**config.mk**
```make
export PLATFORM = sky130hd
export DESIGN_NAME = if_id_pipe_reg
export DESIGN_NICKNAME = d
export VERILOG_FILES = /design/src/rtl/if_id_pipe_reg.sv
export SDC_FILE = /design/constraint.sdc
export NUM_CORES = 1
export LEC_CHECK = 0
export CAP_MARGIN = 0
export CORE_ASPECT_RATIO = 1.75
export CORE_MARGIN = 2
export CORE_UTILIZATION = 45
export CTS_CLUSTER_SIZE = 24
export DETAILED_ROUTE_END_ITERATION = 10
export PLACE_DENSITY_LB_ADDON = 0.12
export SKIP_LAST_GASP = 1
export SLEW_MARGIN = 20
export SYNTH_ARGS = -nofsm -noshare
export SYNTH_HDL_FRONTEND = slang
export SYNTH_SLANG_ARGS = --single-unit
export TNS_END_PERCENT = 100
```
**constraint.sdc**
```tcl
create_clock -name clk_50MHz -period 1.9 [get_ports clk_50MHz]
set_input_delay 0.285 -clock clk_50MHz [delete_from_list [all_inputs] [get_ports clk_50MHz]]
set_output_delay 0.285 -clock clk_50MHz [all_outputs]
set_load 0.02 [all_outputs]
```
**src/rtl/if_id_pipe_reg.sv**
```systemverilog
// IF/ID pipeline register with a two-entry skid buffer, synchronous flush that
// injects a NOP, and a saturating bubble counter for stall profiling.
// in_ready is taken straight from a flop, so decode's ready never reaches fetch
// combinationally.
module if_id_pipe_reg #(
  parameter int unsigned        PC_W     = 32,
  parameter int unsigned        INST_W   = 32,
  parameter logic [INST_W-1:0]  NOP_INST = '0,
  parameter int unsigned        CNT_W    = 16
) (
  input  logic              clk_50MHz,
  input  logic              rst,
  input  logic              flush,
  input  logic              in_valid,
  output logic              in_ready,
  input  logic [PC_W-1:0]   in_pc,
  input  logic [INST_W-1:0] in_inst,
  output logic              out_valid,
  input  logic              out_ready,
  output logic [PC_W-1:0]   out_pc,
  output logic [INST_W-1:0] out_inst,
  output logic [CNT_W-1:0]  bubble_cnt
);

  // Main entry drives out_*; skid entry catches the beat in flight during a stall
  logic              main_valid_q, main_valid_d;
  logic [PC_W-1:0]   main_pc_q,    main_pc_d;
  logic [INST_W-1:0] main_inst_q,  main_inst_d;
  logic              skid_valid_q, skid_valid_d;
  logic [PC_W-1:0]   skid_pc_q,    skid_pc_d;
  logic [INST_W-1:0] skid_inst_q,  skid_inst_d;
  logic [CNT_W-1:0]  bubble_q,     bubble_d;

  logic accept;
  logic take;

  assign accept = in_valid & ~skid_valid_q;
  assign take   = main_valid_q & out_ready;

  // Next-state for the main/skid entries; flush overrides every transition
  always_comb begin
    main_valid_d = main_valid_q;
    main_pc_d    = main_pc_q;
    main_inst_d  = main_inst_q;
    skid_valid_d = skid_valid_q;
    skid_pc_d    = skid_pc_q;
    skid_inst_d  = skid_inst_q;

    if (flush) begin
      main_valid_d = 1'b0;
      main_pc_d    = '0;
      main_inst_d  = NOP_INST;
      skid_valid_d = 1'b0;
    end else if (!main_valid_q) begin
      // Empty: load the offered beat straight into main
      if (accept) begin
        main_valid_d = 1'b1;
        main_pc_d    = in_pc;
        main_inst_d  = in_inst;
      end
    end else if (!skid_valid_q) begin
      // One entry held
      if (take && accept) begin
        main_pc_d   = in_pc;
        main_inst_d = in_inst;
      end else if (take) begin
        // Drain: present a NOP but leave out_pc at the last PC
        main_valid_d = 1'b0;
        main_inst_d  = NOP_INST;
      end else if (accept) begin
        skid_valid_d = 1'b1;
        skid_pc_d    = in_pc;
        skid_inst_d  = in_inst;
      end
    end else begin
      // Full: in_ready is low, so only a take can move anything
      if (take) begin
        main_pc_d    = skid_pc_q;
        main_inst_d  = skid_inst_q;
        skid_valid_d = 1'b0;
      end
    end
  end

  // Bubble counter: decode ready with nothing to give it, saturating at all-ones
  always_comb begin
    bubble_d = bubble_q;
    if (!main_valid_q && out_ready && !(&bubble_q)) begin
      bubble_d = bubble_q + CNT_W'(1);
    end
  end

  // State registers with synchronous active-high reset
  always_ff @(posedge clk_50MHz) begin
    if (rst) begin
      main_valid_q <= 1'b0;
      main_pc_q    <= '0;
      main_inst_q  <= NOP_INST;
      skid_valid_q <= 1'b0;
      skid_pc_q    <= '0;
      skid_inst_q  <= NOP_INST;
      bubble_q     <= '0;
    end else begin
      main_valid_q <= main_valid_d;
      main_pc_q    <= main_pc_d;
      main_inst_q  <= main_inst_d;
      skid_valid_q <= skid_valid_d;
      skid_pc_q    <= skid_pc_d;
      skid_inst_q  <= skid_inst_d;
      bubble_q     <= bubble_d;
    end
  end

  assign in_ready   = ~skid_valid_q;
  assign out_valid  = main_valid_q;
  assign out_pc     = main_pc_q;
  assign out_inst   = main_inst_q;
  assign bubble_cnt = bubble_q;

endmodule

```
# Word level (Yosys, flattened, before mapping)
# Index checks and enable logic that the tools add are counted.
# W data, S select, Z words.
[classes]
n_addsub = 1
eq_ne = 3
n_mux = 19
n_bitwise = 6
reduce_logical = 11
[ops]
columns = ["operator", "count"]
rows = [
  ["$mux W32", 11],
  ["$add A16 B1 Y16 const B", 1],
  ["$reduce_and A16 Y1", 1],
  ["$mux W1", 8],
  ["$ne A3 B1 Y1 const B", 2],
  ["$reduce_and A3 Y1", 2],
  ["$reduce_and A6 Y1", 1],
  ["$not A1 Y1", 4],
  ["$logic_and A1 B1 Y1", 3],
  ["$ne A3 B2 Y1 const B", 1],
  ["$and A1 B1 Y1", 2],
  ["$logic_not A1 Y1", 2],
  ["$reduce_bool A2 Y1", 1],
  ["$reduce_or A2 Y1", 1],
]
[totals]
register_bits = 146
input_bits = 69
output_inout_bits = 82
word_cells = 47

# Logic depth before layout (Yosys ltp)
# Gate-level depths: netlist of the first run.
[logic_depth]
word_depth = 6
depth_mapped = 7
depth_no_buf = 5

# Worst setup path before layout of the first run
# No wires, ideal clock.
[synth_path]
path_kind = "register to register"
startpoint = "reg bubble_q[0] (netlist: bubble_cnt[0])"
endpoint = "reg bubble_q[1] (netlist: bubble_cnt[1])"
setup_ps = 132
t_arrival_ps = 1556
required_ps = 1768
setup_slack_ps = 211
stages_incl_launch_ff = 7
path_buffers = 1
period_less_slack_ps = 1689
path_cell_list = "dfxtp_1 -> ha_1 -> nand3_1 -> nor4_2 -> buf_2 -> or3b_2 -> a21oi_1"
[synth_between]
elab_chain_len = 3
elab_cells_between_ends = 4
cone_classes = "1 x add/sub; 3 x reduce/logical"
[synth_lines]
columns = ["element", "line", "text"]
rows = [
  ["start, declared", "32", "logic [CNT_W-1:0] bubble_q, bubble_d;"],
  ["start signal, assigned", "110", "bubble_q <= bubble_d;"],
  ["branches (longest 3 deep; another with $add A16 B1 Y16)", "n/a", ""],
]
# Several ways; the timed one is not identified.
# A chain may end at the register's enable or synchronous reset.

# Worst setup path after layout of the first run
[layout_path]
startpoint = "reg bubble_q[4] (netlist: bubble_cnt[4])"
endpoint = "out bubble_cnt[4]"
[layout_lines]
columns = ["element", "line", "text"]
rows = [
  ["end, declared", "22", "output logic [CNT_W-1:0] bubble_cnt"],
]
# No word-level cell between the ends.

==> results of run 1 <==
## sequential cells by signal (all words and copies together), names as in the netlist
register,count
out_inst,32
out_valid,1
skid_valid_q,1
bubble_cnt,16
out_pc,32
skid_inst_q,32
skid_pc_q,32
## final timing paths
| path | to | slack [ns] |
|---|---|---|
| worst max register to register | bubble_cnt[13] | 0.15 |
| worst min register to register | skid_pc_q[21] | 0.45 |
| worst max-delay path | bubble_cnt[4] | 0.09 |
| worst min-delay path | bubble_cnt[8] | 0.41 |
## metrics by stage
stage          instance area (sq um)  instances  setup WS, ns  power, mW  hold WS, ns
5_1_grt                         8420       1050        0.0328       7.71        0.405
2_1_floorplan                   5960        716         0.211       3.66        0.421
3_3_place_gp                    7800       1018        -0.186       4.06        0.441
3_5_place_dp                    7800       1018        -0.198       4.07        0.447
6_report                        8420       1050        0.0915       7.45        0.405
4_1_cts                         8420       1050       0.00942       7.51        0.382
## area by class of cell
cell class | count | area (sq um)
Tap cell | 171 | 214
Clock inverter | 13 | 173
Fill cell | 1094 | 4520
Multi-Input combinational cell | 507 | 2770
Timing Repair Buffer | 190 | 1890
Sequential cell | 146 | 2920
Inverter | 4 | 15.0
Clock buffer | 19 | 443
## cells by family (layout without fill, tap and decap cells)
kind of cell / count (synthesis) / in the layout / synth area share, %
buf+inv: 63 / 226 / 4.72
flops: 146 / 146 / 49.0
simple gates: 346 / 346 / 25.0
compound gates: 158 / 158 / 20.7
mux: 2 / 2 / 0.336
fa+ha+maj: 1 / 1 / 0.210
## cell usage in the layout, fill, tap and decap left out, types with 2 or more instances in the layout
| master | netlist | final |
|---|---|---|
| sky130_fd_sc_hd__nand3_1 | 4 | 4 |
| sky130_fd_sc_hd__and2_1 | 3 | 2 |
| sky130_fd_sc_hd__mux2i_1 | 2 | 2 |
| sky130_fd_sc_hd__clkdlybuf4s50_1 | 0 | 147 |
| sky130_fd_sc_hd__clkbuf_16 | 0 | 17 |
| sky130_fd_sc_hd__and4b_1 | 2 | 2 |
| sky130_fd_sc_hd__or4_1 | 5 | 4 |
| sky130_fd_sc_hd__and3_1 | 2 | 2 |
| sky130_fd_sc_hd__dfxtp_1 | 146 | 146 |
| sky130_fd_sc_hd__o21ai_0 | 5 | 5 |
| sky130_fd_sc_hd__clkinv_4 | 0 | 2 |
| sky130_fd_sc_hd__inv_1 | 4 | 4 |
| sky130_fd_sc_hd__nand2b_1 | 2 | 2 |
| sky130_fd_sc_hd__buf_12 | 0 | 7 |
| sky130_fd_sc_hd__nor3_1 | 37 | 37 |
| sky130_fd_sc_hd__a221oi_1 | 33 | 33 |
| sky130_fd_sc_hd__or3_1 | 5 | 5 |
| sky130_fd_sc_hd__a311oi_2 | 28 | 28 |
| sky130_fd_sc_hd__o21ai_1 | 5 | 4 |
| sky130_fd_sc_hd__clkinvlp_4 | 0 | 3 |
| sky130_fd_sc_hd__nand2_1 | 200 | 200 |
| sky130_fd_sc_hd__o31ai_1 | 4 | 4 |
| sky130_fd_sc_hd__nor2_1 | 69 | 69 |
| sky130_fd_sc_hd__a311oi_1 | 5 | 5 |
| sky130_fd_sc_hd__inv_6 | 0 | 3 |
| sky130_fd_sc_hd__a21oi_1 | 76 | 76 |
| sky130_fd_sc_hd__buf_4 | 3 | 33 |
| sky130_fd_sc_hd__bufinv_16 | 0 | 3 |
| sky130_fd_sc_hd__nand4_1 | 6 | 6 |
## report_power, final
part	leakage, nW	switching (mW)	internal (mW)	total [mW]
Combinational	1.44	0.420	0.400	0.820
Clock	0.292	1.33	2.12	3.45
Sequential	1.18	0.0455	3.14	3.18
## per-layer routing
metal	up-vias	GRT usage, %
li1	2805	-
met1	2781	24.4
met2	193	42.2
met3	34	5.58
met4	0	9.09
met5	-	0
==> results.md, run 1 <==
- The run finished with clean final reports.
- Along the worst hold path, the cell count comes to 3.
- STA puts the critical path data arrival time at around 1.5 ns.
- The height of the chip is around 160 um.
- The worst reg-to-reg path cell count is 5.
- The number of warnings issued by yosys is 0.
- The met3 wire length is 894 um.
- The worst hold path belongs to the class primary input to flop.
- Global routing consumed, over all layers together, between 20 and 25% of the routing resources.
- The number of synthesized register bits is approximately 150.
- The number of hold-slack violations in the final timing report is 0.
- The maximum achievable frequency is approximately 550 MHz.
- The area of the die is between 10000 and 15000 sq um.
- The antenna violation net count after detailed routing is 0.
- The number of design rule violations left after detail routing is 0.
- The pin count of the biggest net entering global routing is just over 80.
- At the end of routability-driven placement, the weighted congestion stood at 0.877.
- The critical path's top delay family is buffers and inverters.
- After routing, the total negative slack on setup checks comes to 0 ns.
- The total clock sinks is approximately 150.
- The wire length of the first global-routing pass is approximately 27000 um.
- The final max-slew violation count is 0.
- The critical path is of the flop to output pin type.
- The biggest area contributor in the post-synthesis netlist is sky130_fd_sc_hd__dfxtp_1.
- The post-detailed-routing wire length is 16000 um.
- The largest driver fanout on the critical path is 8.
- STA classifies the critical path endpoint as an output pin.
- The final setup skew is roughly 0.0099 ns.
- The relative area change from synthesis to final layout is 41.2%.
- The count of different cell masters after synthesis is 40.
- For this design the ratio of total power to cell area is roughly 890 nW/um^2.
- The startpoint of the most critical register-to-register path is bubble_cnt[0].
- The net count of the finished layout is ~940.
- The post-synthesis average cell area is roughly 8.3 sq um.
- 0 antenna diodes ended up in the layout.
- CTS placed an instance of sky130_fd_sc_hd__clkbuf_16 at the clock tree root.
- The number of enable-type register cells in the synthesized netlist is 0.
- At the end of the flow the core is filled with cells to 65.1%.
- Counting every net in the synthesized netlist gives roughly 800.
- The launch point of the worst path is bubble_cnt[4].
- The number of global-route vias before repair was 5648.
- The longest individual stage delay on the worst path is 0.66 ns.
- Of the cells placed in the final design, the portion with a size suffix greater than 1 is about 12%.
- The wire length per cell after detailed routing is 15.2 um.
- The data required time of the critical path is between 1.5 and 2 ns.
- The remaining global-route overflow is 0.
- The routed design uses between 8000 and 9000 um of met2 wire.
- In this run, the number of DRC markers left after iteration 0 of detailed routing was ~260.
- The highest layer touched by signal routing is met4.
- After clock tree synthesis, the clock-pin slew on the worst setup and hold paths is around 0.060 ns.
- The effective utilization at floorplan is a little under half.
- The most used flip-flop cell after synthesis is sky130_fd_sc_hd__dfxtp_1.
- The tool flagged a number of max-cap violations equal to 0.
- The average vias per placed instance is between 5 and 6.
- The slowest library cell on the worst path is sky130_fd_sc_hd__clkdlybuf4s50_1.
- Setup violations remaining at the end of the flow were counted as 0.
- After layout, the minimum clock period comes to about 1.8 ns.
- The maximum vdd drop is around 0.00075 V.
- At the pin with the least slew margin, the transition time is a little over 0.5 ns.
- The number of buffer and inverter instances along the worst setup path is 1.
- Setup repair after global routing left no endpoint under its margin.
- The hold buffer count at CTS is 0.
- The final critical path takes up 95.2% of the cycle.
- The share of the yosys chip area belonging to registers is approximately 49%.
- The critical path goes through clkdlybuf4s50_1.
- Of the post-synthesis cell area, the dominant cell type holds approximately half.
- In the synthesized netlist, the number of instances is 716.
- TritonCTS built the clock tree.
- The H-tree was split into 4 levels.
- The mapped netlist covers between 5000 and 6000 sq um.
- Buffers placed on the I/O ports in this run total 150.
- The floorplan step set the die width to 91.0 um.
- The relative slew slack is between 60% and 70%.
- Row generation in the floorplan step produced 55 rows.
- The worst hold path begins at rst.
- For this run, asynchronously set or reset flops after synthesis account for 0%.
- The later-pin clock latency in the skew report is 0.41 ns.
- TritonCTS created 17 clock buffers.
- The count of pins on the block boundary is 151.
- Yosys instantiated no cell more often than sky130_fd_sc_hd__nand2_1.
- The via count of the routed design is slightly below 6000.
- The post-CTS resize count is 1.
- In this run the deepest clock path goes through 2 buffers.
- STA classifies the critical path startpoint as a flop.
- In the final routing, the length of wire on met1 measures 6290 um.
- The initial antenna violation count is 0.
- Sorting the synthesized cells by how often they occur yields sky130_fd_sc_hd__nand2_1, sky130_fd_sc_hd__dfxtp_1, sky130_fd_sc_hd__a21oi_1.
- Summed over all nets, the half-perimeter wirelength after detailed placement is between 10000 and 15000 um.
- The leakage power is ~2.9 nW.
- The post-CTS setup-driven buffer insertion count is 0.
- In this run the number of cells on the critical path is 1.
- The core box area is 12900 sq um.
- The first detailed-routing pass ran for 6 iterations.
- In the post-synthesis netlist, the biggest area contributors are sky130_fd_sc_hd__dfxtp_1, sky130_fd_sc_hd__nand2_1, sky130_fd_sc_hd__a311oi_2, sky130_fd_sc_hd__a21oi_1, sky130_fd_sc_hd__a221oi_1.
No activity file was read; power rests on OpenSTA's default activity.
==> run 2, diff against run 1 <==
--- a/config.mk
+++ b/config.mk
@@ -7,5 +7,5 @@
 export LEC_CHECK = 0
 export CAP_MARGIN = 0
-export CORE_ASPECT_RATIO = 1.75
+export CORE_ASPECT_RATIO = 2
 export CORE_MARGIN = 2
 export CORE_UTILIZATION = 45
==> constraint.sdc (replaced) <==
create_clock -name clk_50MHz -period 1.9 [get_ports clk_50MHz]
set_input_delay 0.38 -clock clk_50MHz [delete_from_list [all_inputs] [get_ports clk_50MHz]]
set_output_delay 0.38 -clock clk_50MHz [all_outputs]
set_load 0.02 [all_outputs]
==> run 2 against run 1 <==
Global-route usage grew 0.38 points. Sequential cell count is the same. Clock skew shrank 0.0012 ns. Design area shrank 0.33%. Core utilization shrank 0.49 points. Sequential share of layout area grew 0.11 points. Via count shrank 1.5%. Clock power shrank 4%. Non-clock buffer count shrank 4. Sequential power is essentially flat. Register-to-register slack is essentially flat.
==> results.md, run 2 (same netlist as run 1, synthesis figures left out) <==
- Setup repair after global routing left no endpoint under its margin.
- Power spread over the standard cell area amounts to between 800 and 900 nW/um^2.
- For this run, the share of the core covered by cells in the final layout is around 65%.
- In this run the post-CTS setup repair buffer count came out at 0.
- The routed design could run at a clock period as short as 1.83 ns.
- The critical path starts at bubble_cnt[13].
- The final max-slew violation count came to 0.
- The termination of the worst setup path is bubble_cnt[13].
- After detailed routing, the number of remaining DRC violations is 0.
- The die extent in x is roughly 85 um.
- The library cell used most frequently in the layout, excluding fill and tap cells, is sky130_fd_sc_hd__nand2_1.
- Routability-driven placement finished with a final weighted congestion of roughly 0.83.
- The height of the chip is approximately 170 um.
- The met1 demand-to-capacity share in global routing is between 20% and 30%.
- The number of cells on the worst hold path is 2.
- The tool flagged a number of max-cap violations equal to 0.
- The number of buffer cells added on primary ports is 150.
- The critical path in this run is classified as flop to output pin.
- In the layout the commonest cells are sky130_fd_sc_hd__nand2_1, sky130_fd_sc_hd__dfxtp_1, sky130_fd_sc_hd__clkdlybuf4s50_1.
- Compared with the post-synthesis result, the final layout area differs by 40.7%.
- For met3 alone, demand over resource in global routing was just under 5%.
- The number of buffer and inverter instances along the worst setup path is 1.
- Setup violations remaining at the end of the flow were counted as 0.
- The final route contains between 5000 and 6000 vias.
- Clock tree synthesis selected as its root buffer the cell sky130_fd_sc_hd__clkbuf_16.
- The endpoint identified for the worst register-to-register timing path is bubble_cnt[15].
- The category of the worst setup path capture point is an output pin.
- Global routing used a little under a quarter of the available tracks.
- In the global route stage, met2 resource usage came out at a little over two fifths.
- Summed over all layers, the global routing overflow is 0.
- 0 antenna diodes ended up in the layout.
- The worst slack at placement is -0.307 ns.
- TritonCTS built the clock tree.
- The total clock sinks is approximately 150.
- The iteration-0 DRC count of the detailed router is 289.
- The wire length of the first global-routing pass is roughly 27000 um.
- The relative slew slack is 66.6%.
- The leakage power is ~3 nW.
- STA classifies the critical path startpoint as a flop.
- The logic depth of the worst setup path including buffers is 1.
- The critical path goes through clkdlybuf4s50_1.
- The startpoint identified for the worst register-to-register timing path is bubble_cnt[0].
- The region available for standard cell placement spans between 10000 and 15000 sq um.
- For flop-to-flop paths, the worst setup slack is 0.15 ns.
- The initialized floorplan defines 59 standard-cell rows.
- The worst hold path belongs to the class flop to flop.
- The least setup slack across all paths after layout is ~0.070 ns.
- Once the floorplan was initialized, standard cells occupied between 40% and 50% of the core.
- On the worst path, the slowest cell contributes a delay of 0.64 ns.
- The final setup skew is about 0.0087 ns.
- The number of global-route vias before repair is between 5000 and 6000.
- The clock passes through at most 2 buffers.
- The transition time at the pin with the least slew margin is between 0.4 and 0.5 ns.
- Data on the critical path arrives at its endpoint at around 1.5 ns.
- The count of pins on the block boundary is 151.
- The run finished with clean final reports.
- The die covers between 10000 and 15000 sq um.
- The fraction of final layout cells with drive strength greater than 1 is around an eighth.
- The placed standard-cell area is between 7000 and 8000 sq um.
- The first TritonRoute pass finished after 5 iterations.
- On the critical path the largest part of the delay comes from buffers and inverters.
- The global routing stage identified its most utilized layer as met2.
- For this run, the top clock speed supported by timing is 547 MHz.
- Clock tree synthesis inserted a total of 17 buffers.
- The finished cells cover between 8000 and 9000 sq um.
- The later-pin clock latency in the skew report is ~0.42 ns.
- VDD sags by at most approximately 0.00073 V.
- The slowest library cell on the worst path is sky130_fd_sc_hd__clkdlybuf4s50_1.
- The wire length per cell after detailed routing is 16.0 um.
- Along the worst path, the maximum fanout reaches 6.
- The period utilization is 96.3%.
- Measured in cells, the most critical reg-to-reg path has a length of 5.
- The number of hold-slack violations in the final timing report is 0.
- The antenna violation net count after detailed routing is 0.
- The average vias per placed instance is roughly 5.6.
- In this run the number of H-tree levels came out at 4.
- Wires add up to between 15000 and 20000 um.
- The clock-pin slew reported for the worst setup and hold paths after clock tree synthesis is ~0.060 ns.
- The initial antenna violation count came to 0.
- Entering global routing, the biggest net connects 81 pins.
- For the worst setup path, the data required time is around 1.5 ns.
- Final hold analysis gives a worst-case slack of 0.455 ns.
- After clock tree synthesis, the flow added hold-fix buffers numbering 0.
- The half-perimeter wire length after detailed placement is around 11000 um.
- The final layout contains 932 nets.
run 2: cell count changes in the layout (fill, tap and decap cells not counted):
cell,change
sky130_fd_sc_hd__buf_4,-8
sky130_fd_sc_hd__clkdlybuf4s50_1,-8
sky130_fd_sc_hd__dlygate4sd2_1,+5
sky130_fd_sc_hd__buf_12,+4
sky130_fd_sc_hd__dlymetal6s2s_1,+3
sky130_fd_sc_hd__inv_6,+2
sky130_fd_sc_hd__bufinv_16,-1
sky130_fd_sc_hd__clkinv_4,-1
sky130_fd_sc_hd__clkinvlp_4,+1
sky130_fd_sc_hd__inv_8,-1
run 2: cell type report:
cell class | instances | area, sq um
clock inverters | 13 | 148
clock buffers | 19 | 443
flip-flops and latches | 146 | 2920
repair buffers | 186 | 1910
fillers | 1114 | 4600
multi-input cells | 507 | 2770
inverters | 4 | 15.0
well taps | 152 | 190
run 2: routing by layer:
metal	share of wire (%)	wire length, um
met5	0	0
met4	1.3	213
met3	4.6	762
met2	55	9020
met1	39	6440
run 2: how the worst min path moves through the flow:
stage                         start              end  slack [ns]
detailed placement    skid_pc_q[12]    skid_pc_q[12]        0.45
finish                skid_pc_q[21]    skid_pc_q[21]        0.46
global route        skid_inst_q[16]  skid_inst_q[16]        0.47
global placement    skid_inst_q[17]  skid_inst_q[17]        0.44
CTS                   skid_pc_q[12]    skid_pc_q[12]        0.46
floorplan            skid_inst_q[0]   skid_inst_q[0]        0.44
run 2: through the flow:
| step | power (mW) | setup TNS [ns] | instances |
|---|---|---|---|
| after floorplan | 3.66 | 0 | 716 |
| after global routing | 7.60 | 0 | 1027 |
| after detailed placement | 4.08 | -32.58 | 995 |
| after CTS | 7.39 | 0 | 1027 |
| after global placement | 4.06 | -28.82 | 995 |
| final | 7.32 | 0 | 1027 |
run 2: what timing repair did:
action                     in CTS  in global routing
resized for setup               6                  4
gates cloned                    0                  0
setup endpoints to repair       6                  4
hold endpoints to repair        0                  0
run 2: power by group:
group,leakage [nW],internal [mW],switching [mW]
logic,1.54,0.402,0.423
registers,1.18,3.14,0.0472
clock network,0.277,1.99,1.33
total,3.00,5.53,1.80
==> run 3, diff against run 2 <==
Settings changed: CTS_CLUSTER_DIAMETER set to 30.
==> results of run 3 <==
Final layout, timing and power as in run 2 (identical DEF).
